<file path="src/rtl/psx_irq_pkg.sv">
// Shared definitions for the PSX interrupt controller: source count, register
// addresses, source bit positions and the bus handshake state type.
package psx_irq_pkg;

  localparam int          IRQ_NUM_SRC = 11;
  localparam logic [31:0] I_STAT_ADDR = 32'h1F80_1070;
  localparam logic [31:0] I_MASK_ADDR = 32'h1F80_1074;

  // Bit positions of each hardware source in I_STAT / I_MASK
  localparam int IRQ_VBLANK   = 0;
  localparam int IRQ_GPU      = 1;
  localparam int IRQ_CDROM    = 2;
  localparam int IRQ_DMA      = 3;
  localparam int IRQ_TMR0     = 4;
  localparam int IRQ_TMR1     = 5;
  localparam int IRQ_TMR2     = 6;
  localparam int IRQ_PAD      = 7;
  localparam int IRQ_SIO      = 8;
  localparam int IRQ_SPU      = 9;
  localparam int IRQ_LIGHTPEN = 10;

  // IDLE: waiting for a request; RESP: ack cycle; HOLD: wait for request release
  typedef enum logic [1:0] {
    BUS_IDLE = 2'd0,
    BUS_RESP = 2'd1,
    BUS_HOLD = 2'd2
  } bus_state_t;

  // Expand 4 byte enables into a 32-bit bit mask
  function automatic logic [31:0] byte_mask(input logic [3:0] be);
    return {{8{be[3]}}, {8{be[2]}}, {8{be[1]}}, {8{be[0]}}};
  endfunction

endpackage

</file>
<file path="src/rtl/irq_edge_detect.sv">
// Rising-edge detector for the interrupt source levels.
// Build option IRQ_SYNC_EN: inserts a two-flop synchronizer on every bit ahead
// of the edge detect (adds two cycles of interrupt latency).
// During reset every stage loads the live source value, so a source already
// high when reset releases does not produce a rise.
module irq_edge_detect #(
  parameter int W = 11
) (
  input  logic         clk,
  input  logic         rst,
  input  logic [W-1:0] src,
  output logic [W-1:0] rise
);

  logic [W-1:0] src_s;
  logic [W-1:0] src_q;

`ifdef IRQ_SYNC_EN
  logic [W-1:0] sync1;
  logic [W-1:0] sync2;

  // Two-flop synchronizer; both stages preload the raw level in reset
  always_ff @(posedge clk) begin
    sync1 <= src;
    if (rst) sync2 <= src;
    else     sync2 <= sync1;
  end

  assign src_s = sync2;
`else
  assign src_s = src;
`endif

  // Previous-sample register used for edge detection
  always_ff @(posedge clk) begin
    if (rst) src_q <= src;
    else     src_q <= src_s;
  end

  assign rise = src_s & ~src_q;

endmodule

</file>
<file path="src/rtl/irq_controller.sv">
// PSX interrupt controller: latches source rising edges into I_STAT, gates
// them with I_MASK and drives the CPU interrupt line.
// Build option IRQ_SYNC_EN (inside irq_edge_detect) synchronizes irq_src.
// Bus handshake: a request (wen or ren held high) hitting I_STAT or I_MASK is
// accepted only from IDLE and executes exactly once on that edge; ack is
// high for the following single cycle; the FSM then waits in HOLD until the
// requester drops both wen and ren before accepting a new request.
module irq_controller
  import psx_irq_pkg::*;
#(
  parameter int          NUM_SRC   = IRQ_NUM_SRC,
  parameter logic [31:0] BASE_ADDR = I_STAT_ADDR
) (
  input  logic               clk,
  input  logic               rst,
  input  logic [31:0]        addr,
  input  logic [31:0]        data_i,
  input  logic               wen,
  input  logic               ren,
  input  logic [3:0]         be,
  output logic               ack,
  output logic [31:0]        data_o,
  input  logic [NUM_SRC-1:0] irq_src,
  output logic               cpu_irq,
  output bus_state_t         dbg_state
);

  localparam logic [31:0] MASK_ADDR = BASE_ADDR + 32'd4;

  bus_state_t         state;
  bus_state_t         state_next;
  logic [NUM_SRC-1:0] stat;
  logic [NUM_SRC-1:0] mask;
  logic [NUM_SRC-1:0] stat_next;
  logic [NUM_SRC-1:0] mask_next;
  logic [NUM_SRC-1:0] rise;
  logic [NUM_SRC-1:0] wmask;
  logic [NUM_SRC-1:0] wdat;
  logic [31:0]        be_bits;
  logic               hit_stat;
  logic               hit_mask;
  logic               access;
  logic               unused_bits;

  assign hit_stat = (addr[31:2] == BASE_ADDR[31:2]);
  assign hit_mask = (addr[31:2] == MASK_ADDR[31:2]);
  assign access   = (state == BUS_IDLE) && (wen || ren) && (hit_stat || hit_mask);
  assign be_bits  = byte_mask(be);
  assign wmask    = be_bits[NUM_SRC-1:0];
  assign wdat     = data_i[NUM_SRC-1:0];

  // Byte offset and bits above the register width carry no meaning here
  assign unused_bits = ^{addr[1:0], data_i[31:NUM_SRC], be_bits[31:NUM_SRC]};

  irq_edge_detect #(.W(NUM_SRC)) u_edge (
    .clk  (clk),
    .rst  (rst),
    .src  (irq_src),
    .rise (rise)
  );

  // Bus FSM state register
  always_ff @(posedge clk) begin
    if (rst) state <= BUS_IDLE;
    else     state <= state_next;
  end

  // Bus FSM next-state logic
  always_comb begin
    state_next = state;
    case (state)
      BUS_IDLE: if (access)      state_next = BUS_RESP;
      BUS_RESP:                  state_next = BUS_HOLD;
      BUS_HOLD: if (!wen && !ren) state_next = BUS_IDLE;
      default:                   state_next = BUS_IDLE;
    endcase
  end

  // Bus FSM outputs
  always_comb begin
    ack       = (state == BUS_RESP);
    dbg_state = state;
  end

  // Register update: write ack-clears or mask load, then new edges (set wins)
  always_comb begin
    stat_next = stat;
    mask_next = mask;
    if (access && wen && hit_stat) stat_next = stat & (wdat | ~wmask);
    if (access && wen && hit_mask) mask_next = (mask & ~wmask) | (wdat & wmask);
    stat_next = stat_next | rise;
  end

  // Register file and read-data capture (reads see the pre-update value)
  always_ff @(posedge clk) begin
    if (rst) begin
      stat   <= '0;
      mask   <= '0;
      data_o <= '0;
    end else begin
      stat <= stat_next;
      mask <= mask_next;
      if (access && ren) begin
        if (wen)           data_o <= '0;
        else if (hit_stat) data_o <= {{(32-NUM_SRC){1'b0}}, stat};
        else               data_o <= {{(32-NUM_SRC){1'b0}}, mask};
      end
    end
  end

  assign cpu_irq = |(stat & mask);

endmodule

</file>
<file path="config.mk">
export PLATFORM = sky130hd
export DESIGN_NAME = irq_controller
export DESIGN_NICKNAME = d
export VERILOG_FILES = /design/src/rtl/psx_irq_pkg.sv /design/src/rtl/irq_edge_detect.sv /design/src/rtl/irq_controller.sv
export SDC_FILE = /design/constraint.sdc
export NUM_CORES = 1
export LEC_CHECK = 0
export CORE_UTILIZATION = 55
export DETAILED_ROUTE_END_ITERATION = 8
export DONT_BUFFER_PORTS = 1
export HOLD_SLACK_MARGIN = 0.06
export MAX_ROUTING_LAYER = met4
export PLACE_DENSITY = 0.69
export SYNTH_ARGS = -nofsm -noshare
export SYNTH_HDL_FRONTEND = slang
export SYNTH_HIERARCHICAL = 1
export SYNTH_SLANG_ARGS = --single-unit
</file>
<file path="constraint.sdc">
create_clock -name clk -period 3.34 [get_ports clk]
set_input_delay 0.167 -clock clk [delete_from_list [all_inputs] [get_ports clk]]
set_output_delay 0.167 -clock clk [all_outputs]
set_load 0.01 [all_outputs]
</file>
# Word level (Yosys, flattened, before mapping)
# Index checks and enable logic that the tools add are counted.
# op_classes
bitwise_logic,10
reduce_logical,14
muxes,6
n_eq_ne,6
# op_table
cell,n
30-bit by 27-bit == test with 1-bit output (second input constant),2
11-bit AND,5
11-bit two-way mux,3
11-bit OR,3
11-bit inverter,2
11-bit OR reduction,1
1-bit logical AND,7
2-bit one-hot mux with 3 select lines,1
2-bit two-way mux,2
2-bit inequality test (second input constant),2
2-bit by 1-bit == test with 1-bit output (second input constant),1
2-bit == test (second input constant),1
1-bit logical NOT,2
2-bit logical NOT,1
1-bit logical OR,2
2-bit AND reduction,1
# word_totals
elab_cells,41
out_inout_bits,36
inputBits,83
ff_bits,67

# Longest topological paths before layout
# Gate-level depths: netlist of run 1.
# depth
ltp_word,7
ltp_mapped,6
depth_no_buf,5

# Modules after synthesis
# Netlist of run 1, hierarchy kept.
# by_module_without_submodules
module,area_per_inst_um2,seq_area_each_um2,cells_each,n_inst
irq_controller,1735.4,700.7,178,1
irq_edge_detect,371.6,220.2,22,1

# Worst setup path before layout of run 1
# OpenSTA, ideal clock, no wires.
# synth_timing
kind,reg2reg
start,"register state[0], in the netlist dbg_state[0]"
end,register (tool-made name)
path_stages_with_launch,5
required_ns,3.212
arrival_ns,1.530
period_less_slack_ns,1.657
slack_ns,1.683
n_path_buf,0
setup_time_ns,0.128
cell_sequence,dfxtp_1 or2_2 nor4_4 mux2i_1 nor2_1
# synth_rtl
item,line,source
from (decl),irq_controller.sv:30,bus_state_t state;
from (signal assigned),irq_controller.sv:65,else state <= state_next;

# Final worst setup path of run 1
# layout_timing
start,input port addr[22]
end,register stat[1]
# layout_between
elab_chain_len,7
elab_cells_between_ends,8
classes_between,eq/ne: 2; mux: 1; bitwise: 1; reduce/logical: 4
# layout_rtl
item,line,source
from (decl),irq_controller.sv:16,"input logic [31:0] addr,"
"30-bit by 27-bit == test with 1-bit output, on equally long branches","irq_controller.sv:45, irq_controller.sv:46",
1-bit logical OR,irq_controller.sv:47,assign access = (state == BUS_IDLE) && (wen || ren) && (hit_stat || hit_mask);
1-bit logical AND,irq_controller.sv:47,
1-bit logical AND,irq_controller.sv:89,if (access && wen && hit_stat) stat_next = stat & (wdat | ~wmask);
1-bit logical AND *,irq_controller.sv:89,
11-bit two-way mux *,irq_controller.sv:89,
11-bit OR *,irq_controller.sv:91,stat_next = stat_next | rise;
to (signal assigned),irq_controller.sv:101,stat <= stat_next;
to (decl),irq_controller.sv:32,logic [NUM_SRC-1:0] stat;
# Every way passes the cells marked *; elsewhere a longest branch is shown, timed or not.
# A chain may end at the register's enable or synchronous reset.

==> results of run 1 <==
## per-stage QoR
step	std cells	setup WS (ns)	power [mW]
final	276	0.8717	1.031
after global routing	276	0.7063	1.069
after CTS	276	0.8717	1.039
after detailed placement	241	1.407	0.6400
after global placement	241	1.449	0.6377
after floorplan	220	1.683	0.6549
## critical path, stage by stage
cell and delay, ns:
dlygate4sd3_1 0.57, nor4_4 0.17, nand4_2 0.24, nor3_1 0.30
and4b_1 0.48, a211oi_1 0.13, dlygate4sd3_1 0.60
## power breakdown
part | internal (mW) | switching [mW] | leakage [nW]
combinational | 0.0439 | 0.0370 | 0.463
sequential | 0.564 | 0.0136 | 0.377
clock | 0.190 | 0.183 | 0.0544
## worst max-delay path by stage
| stage | from | end | slack [ns] |
|---|---|---|---|
| global placement | addr[7] | flop | 1.45 |
| finish | addr[22] | stat[1] | 0.87 |
| detailed placement | addr[7] | flop | 1.41 |
| global route | addr[22] | stat[1] | 0.71 |
| CTS | addr[22] | stat[1] | 0.87 |
| floorplan | dbg_state[0] | flop | 1.68 |
## placed cells by master, fill, tap and decap left out, types with 2 or more instances in the layout
cell type      instances
dlygate4sd3_1         27
nor3b_1                2
nand4_2                2
mux2i_1               22
a22o_1                 2
dfxtp_1               46
o31ai_1                3
o2bb2ai_1             11
nor2_1                31
nand3_1                6
inv_1                  3
nor4b_2                2
a21oi_1                4
nor4_4                 2
and4b_1                2
a211oi_1               8
a221oi_1               2
conb_1                21
clkbuf_8               7
nor2b_4               11
## per-layer routing
layer  part of all wire (%)  GRT usage, %  wire length, um  vias up
li1                       -             -                -      731
met1                     42         27.55             1842      699
met2                     50         39.63             2229       71
met3                    6.3         5.893              277        7
met4                    1.8         10.23               79        0
met5                      0             -                0        -
## final cells by class
type,instances,share of cell area (%)
Sequential cell,46,37.70
Timing Repair Buffer,28,11.37
Tap cell,48,2.459
Multi-Input combinational cell,143,43.70
Clock inverter,1,0.3586
Inverter,3,0.4611
Clock buffer,7,3.945
## kinds of logic after synthesis
group	count (synthesis)	share of synthesized area (%)
compound gates	32	12.05
buf+inv	31	9.442
flops	46	43.71
mux	22	10.45
other cells	1	0.1780
simple gates	68	24.17
==> metrics.yaml, run 1 <==
status: "finished clean"
cts-hold-fix-buffers: 27
cts_num_sinks: 46
ir_drop_mv: 0.3368
ant_nets: 0
fin_hold_ws_ns: 0.07040
antenna_found_initial: 0
min_path_cells: 2
hold_class: "in -> reg"
worstHoldStart: "data_i[5]"
ys_warn_count: 6
critPathKind: "in -> reg"
max_slew_margin_pct: 30.58
initial_core_util_pct: 57.55
synth.top_cells.by_count: "46 x dfxtp_1, 31 x nor2_1, 22 x buf_4, 22 x mux2i_1"
seq_area_frac_synth_pct: 43.71
gr-total-overflow: 0
synth_ff_type: "dfxtp_1"
ys_ff_latch: 46
fill_cells: 293
synth.area.top_cells: "dfxtp_1 44%, mux2i_1 10%, buf_4 7.8%, nor2b_4 7.2%, nor2_1 5.5%"
design_area_um2: 2442
synth_top_cell_area_share_pct: 43.71
endpoint_kind: "flop"
via_per_inst: 5.464
fmax_mhz: 405.1
yosysMostFrequentCell: "dfxtp_1"
r2r_start: "dbg_state[0]"
multi_input_area_um2: 1067
synth_top_area_cell: "dfxtp_1"
fin_skew_ns: 0.007606
reg2reg_depth: 5
dpl-instance-area_um2: 2067
die_area_um2: 4083
dp_hpwl_um: 2975
fin_crit_ns: 2.468
post_cts_buffers: 0
power.density_nw_per_um2: 422.2
die_h_um: 63.90
drive_above_1_share_pct: 13.60
drt_iter0_drc: 54
synth_edf_count: 0
track_usage_pct: 23.97
core_um2: 3661
post_cts_resized: 0
area_delta_synth_final_pct: 15.91
totalWireLength_um: 4429
rsz0062_at_grt: "false"
numCtsBuffers: 5
numPortBuffers: 0
finalSetupViolCount: 0
r2r_end: "stat[1]"
wl_per_cell_um: 16.05
cts.clk_slew.worst_paths_ns: 0.09
drcViolationCount: 0
final_util_pct: 66.71
finalHoldViolCount: 0
ctsRootBufferMaster: "clkbuf_8"
fin_nets: 310
slew_viol_final: 0
seq_area_um2: 920.9
critPathLaunchType: "input port"
grt_pass1_wl_um: 7107
grt_pass1_vias: 1521
worstPathArrival_ns: 2.66
required_ns: 3.53
worstMarginPinSlew_ns: 1.041
clk_latency_ns: 0.30
synth.distinct_cells: 32
async_flop_share_pct: 0
min_to: "stat[5]"
crit_fanout: 8
syn_inst: 200
gp_congestion: 0.7854
std_cell_rows: 22
diodes: 0
p_leak_nw: 0.8946
cts_tree: "built"
fin_setup_tns_ns: 0
r2r_slack_ns: 0.99
grt_max_degree: 25
io_pins: 119
maxCapViolations: 0
synth.avg_cell_area_um2: 10.54
ctsLongestPathBuffers: 2
dr.pass1.iters: 4
dieWidth_um: 63.90
post-route-period-util_pct: 73.90
dr_total_vias: 1508
syn_area_um2: 2107
h-tree-depth: 2
No activity file was read; power rests on OpenSTA's default activity.
==> run 2, diff against run 1 <==
- PLACE_DENSITY: 0.69 -> 0.72
- clock period: 3.34 -> 2.15 ns (I/O delays scaled with it)
==> run 2 against run 1 <==
Compared with the run above: total power up 51%; hold slack improved by 0.018 ns; wire length is 1.1% higher; sequential power is 55% higher; global-route usage increased by 0.56 points; register-to-register slack got worse by 0.74 ns; sequential share of layout area down 0.058 points; flip-flop and latch count is the same; clock power rose by 42%; utilization grew 0.10 points.
==> metrics.yaml, run 2 (synthesized netlist as in run 1, its figures left out) <==
min_to: "stat[3]"
grt_pass1_vias: 1561  # +2.6%
drt_iter0_drc: 33  # -39%
max_slew_margin_pct: 26.89  # -3.7 points
p_leak_nw: 0.8980  # +0.38%
fin_nets: 312  # +0.65%
drcViolationCount: 0  # unchanged
rsz0062_at_grt: "false"
antenna_found_initial: 0  # unchanged
std_cell_rows: 22  # unchanged
clockPowerShare_pct: 34.1  # -2.0 points
h-tree-depth: 2  # unchanged
io_pins: 119  # unchanged
via_per_inst: 5.536  # +1.3%
r2r_slack_ns: 0.25  # -0.74 ns
worstHoldStart: "irq_src[3]"
fin_hold_ws_ns: 0.08852  # +0.01812 ns
dpl.cell_count: 242  # +0.41%
r2r_end: "data_o[10]"
totalWireLength_um: 4476  # +1.1%
dr.pass1.iters: 4  # unchanged
power.density_nw_per_um2: 636.2  # +51%
hold_class: "in -> reg"
numCtsBuffers: 5  # unchanged
ir_drop_mv: 0.4715  # +40%
ctsRootBufferMaster: "clkbuf_8"
dr_total_vias: 1539  # +2.1%
finalSetupViolCount: 0  # unchanged
ctsLongestPathBuffers: 2  # unchanged
worstMarginPinSlew_ns: 1.097  # +0.05543 ns
fmax_mhz: 525.5
core_um2: 3661  # unchanged
critPathKind: "reg -> reg"
clk_latency_ns: 0.29  # about the same
swShare_pct: 22.54  # -0.10 points
fin_skew_ns: 0.008761  # +0.001156 ns
status: "finished clean"
crit_chain: "or2_2 > nor3_1 > a21oi_1 > o2bb2ai_1"
die_h_um: 63.90  # unchanged
drive_above_1_share_pct: 13.48  # -0.12 points
seq_power_share_pct: 57.6  # +1.6 points
netSwitchingPower_mw: 0.3507  # +50%
cp_top_family: "compound AO/OA/AOI/OAI gates"
maxCapViolations: 0  # unchanged
worstPathArrival_ns: 2.12  # -0.54 ns
dieWidth_um: 63.90  # unchanged
endpoint_kind: "flop"
internal-power_mw: 1.205  # +51%
die_area_um2: 4083  # unchanged
finalHoldViolCount: 0  # unchanged
required_ns: 2.36  # -1.17 ns
diodes: 0  # unchanged
max_stage_delay_ns: 0.87  # +0.27 ns
post_cts_buffers: 0  # unchanged
final_util_pct: 66.81  # +0.10 points
final_cell_mix: "46 x dfxtp_1, 31 x nor2_1, 28 x dlygate4sd3_1"
p_comb_share_pct: 8.2  # +0.4 points
path_buf_inv: 0  # -2
fin_crit_ns: 1.903
power.total_mw: 1.556  # +51%
grt_max_degree: 25  # unchanged
min_path_cells: 3  # +1
gp_congestion: 0.7815  # -0.50%
gr-total-overflow: 0  # unchanged
ant_nets: 0  # unchanged
area_delta_synth_final_pct: 16.09
slew_viol_final: 0  # unchanged
cts_num_sinks: 46  # unchanged
numPortBuffers: 0  # unchanged
track_usage_pct: 24.53  # +0.56 points
r2r_start: "dbg_state[0]"
dp_hpwl_um: 2996  # +0.70%
cts_tree: "built"
slowest_stage: "a21oi_1"
initial_core_util_pct: 57.55  # unchanged
reg2reg_depth: 4  # -1
critPathLaunchType: "flop"
wl_per_cell_um: 16.10  # +0.33%
fin_setup_tns_ns: 0  # unchanged
grt_pass1_wl_um: 7231  # +1.7%
cts.clk_slew.worst_paths_ns: 0.08  # about the same
post-route-period-util_pct: 88.52
final_common_cell: "dfxtp_1"
finalNonFillerCells: 278  # +0.72%
crit_fanout: 11  # +3
==> run 2: changes by cell type in the layout (fill, tap and decap cells not counted) <==
cell and delta:
clkbuf_1 +1, dlygate4sd3_1 +1, clkbuf_8 -1, buf_4 +1, clkinv_2 +1, clkinv_4 -1
==> run 2: tightest hold or removal path, cell delays in order <==
cell,delay [ns]
nor2b_4,0.10
nor2_1,0.08
a211oi_1,0.05
==> run 2: how the worst max path moves through the flow <==
stage,startpoint,endpoint,slack [ns],depth (start not counted)
after floorplan,dbg_state[0],flop,0.49,4
after global placement,dbg_state[0],data_o[10],0.41,4
after detailed placement,addr[14],data_o[10],0.28,5
after CTS,dbg_state[0],data_o[10],0.25,4
after global routing,dbg_state[0],data_o[10],0.16,4
final,dbg_state[0],data_o[10],0.25,4
==> run 2: cell type report <==
cell class	count	area, um2
Fill cell	276	1215
Multi-Input combinational cell	143	1067
Clock inverter	1	5.005
Sequential cell	46	920.9
Clock buffer	7	86.33
Timing Repair Buffer	30	295.3
Tap cell	48	60.06
Inverter	3	11.26
==> run 2: power by group through the flow <==
stage | sequential [mW] | combinational [mW] | clock, mW
finish | 0.897 | 0.128 | 0.531
global route | 0.900 | 0.142 | 0.587
CTS | 0.896 | 0.127 | 0.546
detailed placement | 0.917 | 0.0775 | 0
global placement | 0.915 | 0.0748 | 0
floorplan | 0.912 | 0.105 | 0
==> run 2: what timing repair did <==
action,4_1_cts,5_1_grt
hold buffers,28,0
gates resized for setup,0,0
endpoints found under the hold margin,35,0
==> run 2: stage by stage <==
step | cell area (um2) | setup slack [ns]
global route | 2446 | 0.1642
global placement | 2074 | 0.4122
finish | 2446 | 0.2469
detailed placement | 2074 | 0.2761
floorplan | 2182 | 0.4925
CTS | 2446 | 0.2547
==> run 2: per-layer routing <==
layer  vias up  GRT usage (%)  part of all wire (%)
met4         0          10.51                   1.7
met1       718          26.46                    40
met5         -              -                     0
li1        734              -                     -
met2        79          41.76                    50
met3         8          7.143                   7.8
==> run 3, diff against run 2 <==
- PLACE_DENSITY: 0.72 -> 0.69
- SYNTH_HIERARCHICAL: 1 -> not set
- clock period: 2.15 -> 1.8 ns (I/O delays scaled with it)
==> run 3 against run 2 <==
Compared with the run above: clock power decreased by 12%; via count decreased by 0.26%; utilization increased by 0.25 points; largest cell class unchanged.
==> metrics.yaml, run 3 <==
status: "finished clean"
netSwitchingPower_mw: 0.3794  # +8.2%
crit_fanout: 8  # -3
critPathKind: "reg -> reg"
ctsRootBufferMaster: "clkbuf_4"
max_stage_delay_ns: 0.41  # -0.46 ns
grt_max_degree: 25  # unchanged
dpl_worst_slack_ns: 0.1375  # -0.1386 ns
p_leak_nw: 0.8073  # -10%
ys_ff_latch: 46  # unchanged
fmax_mhz: 610.9  # +16%
cts.clk_slew.worst_paths_ns: 0.13  # +0.05 ns
die_area_um2: 3876  # -5.1%
finalHoldViolCount: 0  # unchanged
max_slew_margin_pct: 43.48  # +17 points
gp_congestion: 0.7737  # -1.0%
p_comb_share_pct: 8.6  # +0.4 points
fin_nets: 311  # -0.32%
required_ns: 2.01  # -0.35 ns
swShare_pct: 22.67  # +0.14 points
synth_top_cell_area_share_pct: 46.12  # +2.4 points
finalSetupViolCount: 0  # unchanged
fin_crit_ns: 1.637  # -0.2662 ns
post_cts_buffers: 0  # unchanged
synth.avg_cell_area_um2: 10.09  # -4.3%
post-route-period-util_pct: 90.94  # +2.4 points
synth_top_family_by_area: "simple AND/OR/NAND/NOR gates"
synth_edf_count: 0  # unchanged
cts_num_sinks: 46  # unchanged
io_pins: 119  # unchanged
synthAdderAreaFrac_pct: 0  # unchanged
syn_area_um2: 1997  # -5.2%
seq_power_share_pct: 63.6  # +6.0 points
track_usage_pct: 24.30  # -0.23 points
min_path_cells: 3  # unchanged
numPortBuffers: 0  # unchanged
ctsLongestPathBuffers: 2  # unchanged
final_common_cell: "dfxtp_1"
numCtsBuffers: 5  # unchanged
synthSimpleGateAreaFrac_pct: 20.43  # -3.7 points
slowest_stage: "dfxtp_1"
gr-total-overflow: 0  # unchanged
internal-power_mw: 1.294  # +7.3%
worstPathArrival_ns: 1.85  # -0.27 ns
ant_nets: 0  # unchanged
dp_hpwl_um: 3116  # +4.0%
hold_class: "in -> reg"
drt_iter0_drc: 23  # -30%
cts-hold-fix-buffers: 25  # -11%
totalWireLength_um: 4340  # -3.0%
worstMarginPinSlew_ns: 0.8450  # -0.2517 ns
muxShareOfSynthArea_pct: 11.03  # +0.58 points
power.total_mw: 1.673  # +7.5%
std_cell_rows: 21  # -4.5%
critPathLaunchType: "flop"
diodes: 0  # unchanged
cp_top_family: "simple AND/OR/NAND/NOR gates"
endpoint_kind: "flop"
rsz0062_at_grt: "false"
slew_viol_final: 0  # unchanged
synth_ff_type: "dfxtp_1"
clockPowerShare_pct: 27.8  # -6.3 points
seq_area_frac_synth_pct: 46.12  # +2.4 points
synth-compound-area-share_pct: 12.53  # +0.48 points
initial_core_util_pct: 58.46  # +0.91 points
drcViolationCount: 0  # unchanged
r2r_slack_ns: 0.16  # -0.08 ns
grt_pass1_vias: 1543  # -1.2%
dr.pass1.iters: 4  # unchanged
ir_drop_mv: 0.5148  # +9.2%
core_um2: 3416  # -6.7%
async_flop_share_pct: 0  # unchanged
h-tree-depth: 2  # unchanged
fin_hold_ws_ns: 0.09609  # +0.007575 ns
synth_top_area_cell: "dfxtp_1"
area_delta_synth_final_pct: 14.72
crit_chain: "nor2b_1 > nand3_1 > nor4_4 > buf_4 > mux2i_1 > nor2_1"
cts_tree: "built"
path_buf_inv: 1  # +1
r2r_start: "dbg_state[0]"
fin_setup_tns_ns: 0  # unchanged
via_per_inst: 5.623  # +1.6%
fin_ws_ns: 0.1631  # -0.08376 ns
clk_latency_ns: 0.35  # +0.06 ns
synth.top_cells.by_count: "46 x dfxtp_1, 36 x nor2_1, 22 x buf_4, 22 x mux2i_1, 13 x nor2b_1"
ys_warn_count: 0  # -6
die_h_um: 62.26  # -2.6%
synth_xor_area_share_pct: 0  # unchanged
syn_inst: 198  # -1.0%
final_cell_mix: "46 x dfxtp_1, 36 x nor2_1, 25 x dlygate4sd3_1"
antenna_found_initial: 0  # unchanged
drive_above_1_share_pct: 8.811  # -4.7 points
wl_per_cell_um: 15.90  # -1.3%
dieWidth_um: 62.26  # -2.6%
synth.distinct_cells: 32  # unchanged
yosysMostFrequentCell: "dfxtp_1"
reg2reg_depth: 6  # +2
post_cts_resized: 0  # unchanged
power.density_nw_per_um2: 730.4  # +15%
min_to: "data_o[1]"
worstHoldStart: "rst"
synth.area.top_cells: "dfxtp_1 46%, mux2i_1 11%, buf_4 8.3%, nor2_1 6.8%, o2bb2ai_1 4.8%"
fin_skew_ns: 0.01516  # +0.006397 ns
maxCapViolations: 0  # unchanged
dr_total_vias: 1535  # -0.26%
grt_pass1_wl_um: 7079  # -2.1%
==> run 3: cell count changes in the layout (fill, tap and decap cells not counted), sizes merged, moves of 3 or more <==
cell	delta
a211oi	-5
dlygate4sd3	-3
buf	+4
a21oi	-4
nor2	+5
o31ai	-3
a311oi	+8
==> run 3: final cells by class <==
type / count / area (um2)
fill: 299 / 1125
inverter: 1 / 3.754
sequential: 46 / 920.9
multi-input combinational: 143 / 962.2
timing repair buffer: 31 / 295.3
tap: 46 / 57.56
clock buffer: 6 / 51.30
==> run 3: power groups by stage <==
stage	Clock (mW)	Combinational (mW)	Sequential, mW
2_1_floorplan	0	0.116	1.08
3_3_place_gp	0	0.0830	1.09
3_5_place_dp	0	0.0869	1.09
4_1_cts	0.485	0.143	1.06
5_1_grt	0.523	0.159	1.07
6_report	0.465	0.144	1.06
==> run 3: per-layer routing <==
metal / share of wire, % / track usage, % / vias to the layer above
li1: - / - / 734
met1: 40 / 25.67 / 726
met2: 53 / 44.37 / 71
met3: 6.5 / 7.353 / 4
met4: 0.51 / 5.233 / 0
met5: 0 / - / -
==> run 3: logic make-up (layout without fill, tap and decap cells) <==
group           count (synthesis)  in the layout
compound gates                 29             29
buf+inv                        29             38
flops                          46             46
mux                            22             22
other cells                     1             21
simple gates                   71             71
==> run 3: metrics by stage <==
step / area (um2) / cells / utilization [%]
2_1_floorplan: 2072 / 218 / -
4_1_cts: 2291 / 273 / 67.07
5_1_grt: 2291 / 273 / 67.07
3_5_place_dp: 1989 / 242 / 58.24
3_3_place_gp: 1989 / 242 / 58.24
6_report: 2291 / 273 / 67.07
==> run 3: worst max path at each step <==
| stage | startpoint | to | slack [ns] | cells past startpoint |
|---|---|---|---|---|
| 2_1_floorplan | dbg_state[0] | flop | 0.24 | 5 |
| 3_3_place_gp | addr[18] | data_o[0] | 0.21 | 7 |
| 3_5_place_dp | addr[18] | data_o[6] | 0.14 | 7 |
| 4_1_cts | dbg_state[0] | stat[2] | 0.16 | 4 |
| 5_1_grt | dbg_state[0] | stat[6] | 0.004 | 4 |
| 6_report | dbg_state[0] | flop | 0.16 | 6 |
==> run 3: worst reg2reg max path, cell delays in order, from the launching register on <==
cell and delay (ns):
dfxtp_1 0.41, nor2b_1 0.25, nand3_1 0.16, nor4_4 0.15, buf_4 0.25, mux2i_1 0.23
nor2_1 0.05
